[src/rtl/chess_pkg.sv]
// Shared chess constants: side encoding, rank masks, emitter state encoding and
// the single-rank pawn push helper.
package chess_pkg;

   localparam int unsigned BB_W      = 64;
   localparam int unsigned SQ_W_DEF  = 6;
   localparam int unsigned CNT_W_DEF = 5;

   localparam logic SIDE_WHITE = 1'b0;
   localparam logic SIDE_BLACK = 1'b1;

   localparam logic [BB_W-1:0] RANK_1 = 64'h00000000000000FF;
   localparam logic [BB_W-1:0] RANK_2 = 64'h000000000000FF00;
   localparam logic [BB_W-1:0] RANK_3 = 64'h0000000000FF0000;
   localparam logic [BB_W-1:0] RANK_4 = 64'h00000000FF000000;
   localparam logic [BB_W-1:0] RANK_5 = 64'h000000FF00000000;
   localparam logic [BB_W-1:0] RANK_6 = 64'h0000FF0000000000;
   localparam logic [BB_W-1:0] RANK_7 = 64'h00FF000000000000;
   localparam logic [BB_W-1:0] RANK_8 = 64'hFF00000000000000;

   localparam logic [1:0] ST_IDLE        = 2'd0;
   localparam logic [1:0] ST_EMIT_SINGLE = 2'd1;
   localparam logic [1:0] ST_EMIT_DOUBLE = 2'd2;
   localparam logic [1:0] ST_DONE        = 2'd3;

   // Rank index 0..7 (rank 1..rank 8) to its 64-bit mask.
   function automatic logic [BB_W-1:0] rank_mask(input logic [2:0] r);
      case (r)
         3'd0:    return RANK_1;
         3'd1:    return RANK_2;
         3'd2:    return RANK_3;
         3'd3:    return RANK_4;
         3'd4:    return RANK_5;
         3'd5:    return RANK_6;
         3'd6:    return RANK_7;
         default: return RANK_8;
      endcase
   endfunction

   // One-rank push of every set bit toward the side's promotion rank, onto empty squares.
   function automatic logic [BB_W-1:0] pawn_push(input logic [BB_W-1:0] bb,
                                                 input logic [BB_W-1:0] empty_sq,
                                                 input logic            side);
      if (side == SIDE_WHITE)
         return (bb << 8) & empty_sq;
      else
         return (bb >> 8) & empty_sq;
   endfunction

endpackage

[src/rtl/bitboard_lsb_index.sv]
// Combinational lowest-set-bit index of a 64-bit bitboard, plus a nonzero flag.
module bitboard_lsb_index (
   input  logic [63:0] bb,
   output logic [5:0]  idx,
   output logic        nonzero
);

   always_comb begin
      idx = '0;
      for (int i = 63; i >= 0; i--) begin
         if (bb[i]) idx = 6'(i);
      end
   end

   assign nonzero = |bb;

endmodule

[src/rtl/pawn_push_move_emitter.sv]
// Expands single and double pawn push target maps into a valid/ready stream of
// (from, to) moves: singles ascending, then doubles ascending.
module pawn_push_move_emitter
   import chess_pkg::*;
#(
   parameter int unsigned SQ_W  = SQ_W_DEF,
   parameter int unsigned CNT_W = CNT_W_DEF
) (
   input  logic             clk,
   input  logic             rst,
   input  logic             start,
   input  logic             side,
   input  logic [63:0]      occupied,
   input  logic [63:0]      pawns,
   output logic             move_valid,
   input  logic             move_ready,
   output logic [SQ_W-1:0]  move_from,
   output logic [SQ_W-1:0]  move_to,
   output logic             move_double,
   output logic             move_promo,
   output logic             busy,
   output logic             done,
   output logic [CNT_W-1:0] move_count
);

   logic [1:0]      state;
   logic [1:0]      state_nx;
   logic            side_q;
   logic [63:0]     single_map;
   logic [63:0]     double_map;
   logic [63:0]     start_single;
   logic [63:0]     start_double;
   logic [63:0]     active_map;
   logic [63:0]     active_cleared;
   logic [63:0]     active_lsb_bit;
   logic [63:0]     promo_rank;
   logic [5:0]      lsb_idx;
   logic            lsb_nz;
   logic            in_emit;
   logic            beat;
   logic [SQ_W-1:0] step;

   // Target maps computed from the inputs in the start cycle.
   always_comb begin
      start_single = pawn_push(pawns, ~occupied, side);
      start_double = pawn_push(start_single, ~occupied, side)
                     & ((side == SIDE_BLACK) ? rank_mask(3'd4) : rank_mask(3'd3));
   end

   assign in_emit    = (state == ST_EMIT_SINGLE) || (state == ST_EMIT_DOUBLE);
   assign active_map = (state == ST_EMIT_DOUBLE) ? double_map : single_map;

   bitboard_lsb_index u_lsb (
      .bb      (active_map),
      .idx     (lsb_idx),
      .nonzero (lsb_nz)
   );

   assign active_cleared = active_map & (active_map - 64'd1);
   assign active_lsb_bit = active_map & (~active_map + 64'd1);
   assign promo_rank     = (side_q == SIDE_BLACK) ? rank_mask(3'd0) : rank_mask(3'd7);

   // Move presentation; everything is forced to zero when no move is offered.
   always_comb begin
      move_valid  = in_emit & lsb_nz;
      move_to     = '0;
      move_from   = '0;
      move_double = 1'b0;
      move_promo  = 1'b0;
      step        = SQ_W'(8);
      if (move_valid) begin
         move_to     = SQ_W'(lsb_idx);
         move_double = (state == ST_EMIT_DOUBLE);
         move_promo  = ~move_double & (|(active_lsb_bit & promo_rank));
         step        = move_double ? SQ_W'(16) : SQ_W'(8);
         move_from   = (side_q == SIDE_BLACK) ? (move_to + step) : (move_to - step);
      end
   end

   assign beat = move_valid & move_ready;

   // State register.
   always_ff @(posedge clk or posedge rst) begin
      if (rst) state <= ST_IDLE;
      else     state <= state_nx;
   end

   // Next state: each emit phase advances on the cycle it finds its map empty.
   always_comb begin
      state_nx = state;
      case (state)
         ST_IDLE:        if (start) state_nx = ST_EMIT_SINGLE;
         ST_EMIT_SINGLE: if (single_map == 64'd0) state_nx = ST_EMIT_DOUBLE;
         ST_EMIT_DOUBLE: if (double_map == 64'd0) state_nx = ST_DONE;
         ST_DONE:        state_nx = ST_IDLE;
         default:        state_nx = ST_IDLE;
      endcase
   end

   // Maps, side, counter and status flags.
   always_ff @(posedge clk or posedge rst) begin
      if (rst) begin
         side_q     <= SIDE_WHITE;
         single_map <= '0;
         double_map <= '0;
         move_count <= '0;
         busy       <= 1'b0;
         done       <= 1'b0;
      end else begin
         busy <= (state_nx == ST_EMIT_SINGLE) || (state_nx == ST_EMIT_DOUBLE);
         done <= (state_nx == ST_DONE);
         if ((state == ST_IDLE) && start) begin
            side_q     <= side;
            single_map <= start_single;
            double_map <= start_double;
            move_count <= '0;
         end else if (beat) begin
            if (state == ST_EMIT_DOUBLE) double_map <= active_cleared;
            else                         single_map <= active_cleared;
            move_count <= move_count + CNT_W'(1);
         end
      end
   end

endmodule

[config.mk]
export PLATFORM = sky130hd
export DESIGN_NAME = pawn_push_move_emitter
export DESIGN_NICKNAME = d
export VERILOG_FILES = /design/src/rtl/chess_pkg.sv /design/src/rtl/bitboard_lsb_index.sv /design/src/rtl/pawn_push_move_emitter.sv
export SDC_FILE = /design/constraint.sdc
export NUM_CORES = 1
export LEC_CHECK = 0
export ABC_AREA = 1
export ABC_CLOCK_PERIOD_IN_PS = 6770
export CORE_AREA = 3 3 163 165
export CTS_CLUSTER_DIAMETER = 200
export DETAILED_ROUTE_END_ITERATION = 6
export DIE_AREA = 0 0 166 168
export HOLD_SLACK_MARGIN = 0.02
export SYNTH_ARGS = -nofsm -noshare
export SYNTH_HDL_FRONTEND = slang
export SYNTH_HIERARCHICAL = 1
export SYNTH_SLANG_ARGS = --single-unit
[constraint.sdc]
create_clock -name clk -period 6.77 [get_ports clk]
set_input_delay 1.354 -clock clk [delete_from_list [all_inputs] [get_ports clk]]
set_output_delay 1.354 -clock clk [all_outputs]
set_load 0.005 [all_outputs]
==> results.ini <==
[timing]
worst_pin_slew_ns = 0.852
slew_viol_final = 0
setup_violations = 0
fmax_mhz = 161
finalSetupTns_ns = 0
fin_crit_sh_pct = 91.8
setup_slack_ns = 0.555
rsz0062_at_grt = yes
finalHoldViolCount = 0
slew_headroom_pct = 42.9
finClkSkew_ns = 0.00924
period_needed_ns = 6.22

[global_route]
antenna_found_initial = 0
grt_pass1_wl_um = 66800
grt_max_degree = 83
grt_usage_pct = 31.2
overflow = 0
grt_pass1_vias = 11100

[routing]
ant_nets = 0
finalWirelength_um = 44400
vias = 11400
top_layer_used = met4
wl_met1_um = 19200
drc_errors = 0
wl_met2_um = 21300
drt_pass1_iterations = 5
wl_per_cell_um = 21.3
drt_iter0_drc = 1224
wl_met3_um = 2580
viasPerCell = 5.48

[synth]
avgSynthCellArea_um2 = 6.28
synth_top_area_share_pct = 33.9
synthCells = 1610
yosys_warnings = 6
yosysTopAreaCell = dfrtp_1
synth_edf_count = 0
synth_top_flop_cell = dfrtp_1
seq_area_frac_synth_pct = 33.9
ys_async_sr_fraction_pct = 100
synth_nets = 1751
ys_types = 44
yosys_register_bits = 137
ys_top_cells_by_area = dfrtp_1 34%, nand2_1 17%, nor2_1 14%, inv_1 4.8%, nor4_1 3.5%
syn-cell-area_um2 = 10100

[clock_network]
cts_buffers = 17
hold_buffers = 0
cts.htree.levels = 4
clock_path_buffers = 2
insertion_delay_ns = 0.43
cts_tree = yes
cts.sinks = 137
clk_pin_slew_ns = 0.07
cts_root_buf = clkbuf_16

[critical_path]
reg2reg_to = single_map[10]
slowest_delay_ns = 0.40
r2r_cells = 21
slowest_stage = dfrtp_1
path_class = reg -> out
r2r_setup_slack_ns = 1.89
arrival_ns = 4.86
crit_end = move_to[0]
end_kind = primary output
critPathMaxFanout = 7
cp-start-kind = register
critPathMostFrequentCell = nand2_1
crit_start = state[0]
r2r_start = state[0]
critPathRequiredTime_ns = 5.42

[floorplanning]
rows = 58
fp.dieW_um = 166
io_pins = 155
initial_utilization_pct = 40.2
core_area_um2 = 25200
die_area_um2 = 27900
chipHeight_um = 168

[cells_and_area]
drive_gt1_share_pct = 8.19
final_nets = 1888
syn_to_final_growth_pct = 25.8

[hold_path]
hp-class = reg -> reg
hold_path_depth = 2

[run_status]
status = complete, no violations

[placement]
portBuffers = 154
pre_cts_ws_ns = 0.331
gp_congestion = 0.988
hpwl_um = 34200

[pwr]
leakage_uw = 0.00566
powerDensity_nw_per_um2 = 412
vdd_drop_max_uv = 402

[flow_run]
maxCapViolations = 0

## layout make-up
| class | count | area, um^2 |
|---|---|---|
| timing repair buffer | 188 | 1800 |
| clock inverter | 12 | 165 |
| antenna | 1 | 2.50 |
| clock buffer | 19 | 443 |
| fill | 2651 | 12500 |
| multi-input combinational | 1261 | 5830 |
| tap | 330 | 413 |
| sequential | 137 | 3430 |
| inverter | 142 | 637 |
## registers in the layout (all words and copies together), names as in the netlist
name / count
side_q: 1
done: 1
move_count: 5
state: 2
single_map: 64
double_map: 63
busy: 1
## logic make-up after synthesis
kind of cell	share of synthesized area, %
AND/OR/NAND/NOR	42.9
flip-flops	33.9
XOR/XNOR	0.173
AO/OA/AOI/OAI	12.3
adder cells (fa/ha/maj)	1.06
buffers and inverters	9.66
## Yosys cell counts (7+ instances only)
master	instances
nand2_1	465
nor2_1	369
dfrtp_1	137
inv_1	128
a21oi_1	68
nand3_1	65
o21ai_0	60
nor4_1	57
clkbuf_1	35
nand2_2	20
a31oi_1	18
buf_2	17
nand4_1	16
nor3_1	16
o21ai_1	16
a22oi_1	13
nor2_2	11
o211ai_1	9
buf_1	8
nand3b_1	8
buf_6	7
bufinv_8	7
ha_1	7
## critical path: cells and delay by family, from the launching register on
family | cells | cell delay (ns)
AND/OR/NAND/NOR | 59 | 2.90
buffers and inverters | 6 | 0.77
flip-flops | 1 | 0.40
adder cells (fa/ha/maj) | 1 | 0.22
AO/OA/AOI/OAI | 2 | 0.12
## power by group
group / internal [uW] / leakage, uW / total (uW) / switching [uW]
logic: 981 / 0.00372 / 2730 / 1740
clock network: 593 / 0.000287 / 1000 / 411
registers: 1190 / 0.00166 / 1510 / 318
## layout by cell type, fill, tap and decap left out, types with 4 or more instances in the layout
master / netlist / layout
buf_4: 3 / 30
o31ai_1: 4 / 4
nor2_2: 11 / 12
o211ai_1: 9 / 9
o21ai_1: 16 / 10
nand2_2: 20 / 28
a22oi_1: 13 / 13
a2111oi_0: 6 / 6
nand2_4: 0 / 5
a21oi_1: 68 / 68
nor3_1: 16 / 16
nor4_1: 57 / 57
a211o_1: 6 / 6
nand4_1: 16 / 16
clkdlybuf4s50_1: 0 / 151
nand3_1: 65 / 65
bufinv_8: 7 / 7
a31oi_1: 18 / 18
nor2_1: 369 / 367
clkbuf_16: 0 / 17
dfrtp_1: 137 / 137
nand3b_1: 8 / 8
inv_2: 6 / 8
o21ai_0: 60 / 60
ha_1: 7 / 6
inv_1: 128 / 124
or3_1: 6 / 6
nand2_1: 465 / 452
inv_6: 0 / 4
## what timing repair did
action / in CTS / in global routing
endpoints found under the setup margin: 2 / 2
buffers inserted: 0 / 10
pin swaps: 0 / 5
gates resized for setup: 2 / 39
## worst min-delay path by stage
stage	from	end
after CTS	single_map[32]	single_map[32]
final	double_map[14]	double_map[14]
after detailed placement	double_map[12]	double_map[12]
after floorplan	double_map[8]	double_map[8]
after global routing	double_map[14]	double_map[14]
after global placement	double_map[12]	double_map[12]
## through the flow
step / hold slack (ns) / instance area, um^2 / total power, uW / cells / utilization [%]
after global routing: 0.540 / 12700 / 5650 / 2089 / 50.5
final: 0.511 / 12700 / 5240 / 2090 / 50.5
after CTS: 0.513 / 12500 / 5160 / 2079 / 49.8
after detailed placement: 0.498 / 11900 / 4140 / 2048 / 47.4
after floorplan: 0.471 / 10100 / 3210 / 1610 / -
after global placement: 0.487 / 11900 / 4120 / 2048 / 47.4
## per-layer routing
layer	up-vias	GRT usage [%]
li1	5499	-
met1	5449	41.4
met3	70	4.72
met5	-	0
met4	0	9.15
met2	429	53.1
(Power assumes the default switching activity.)
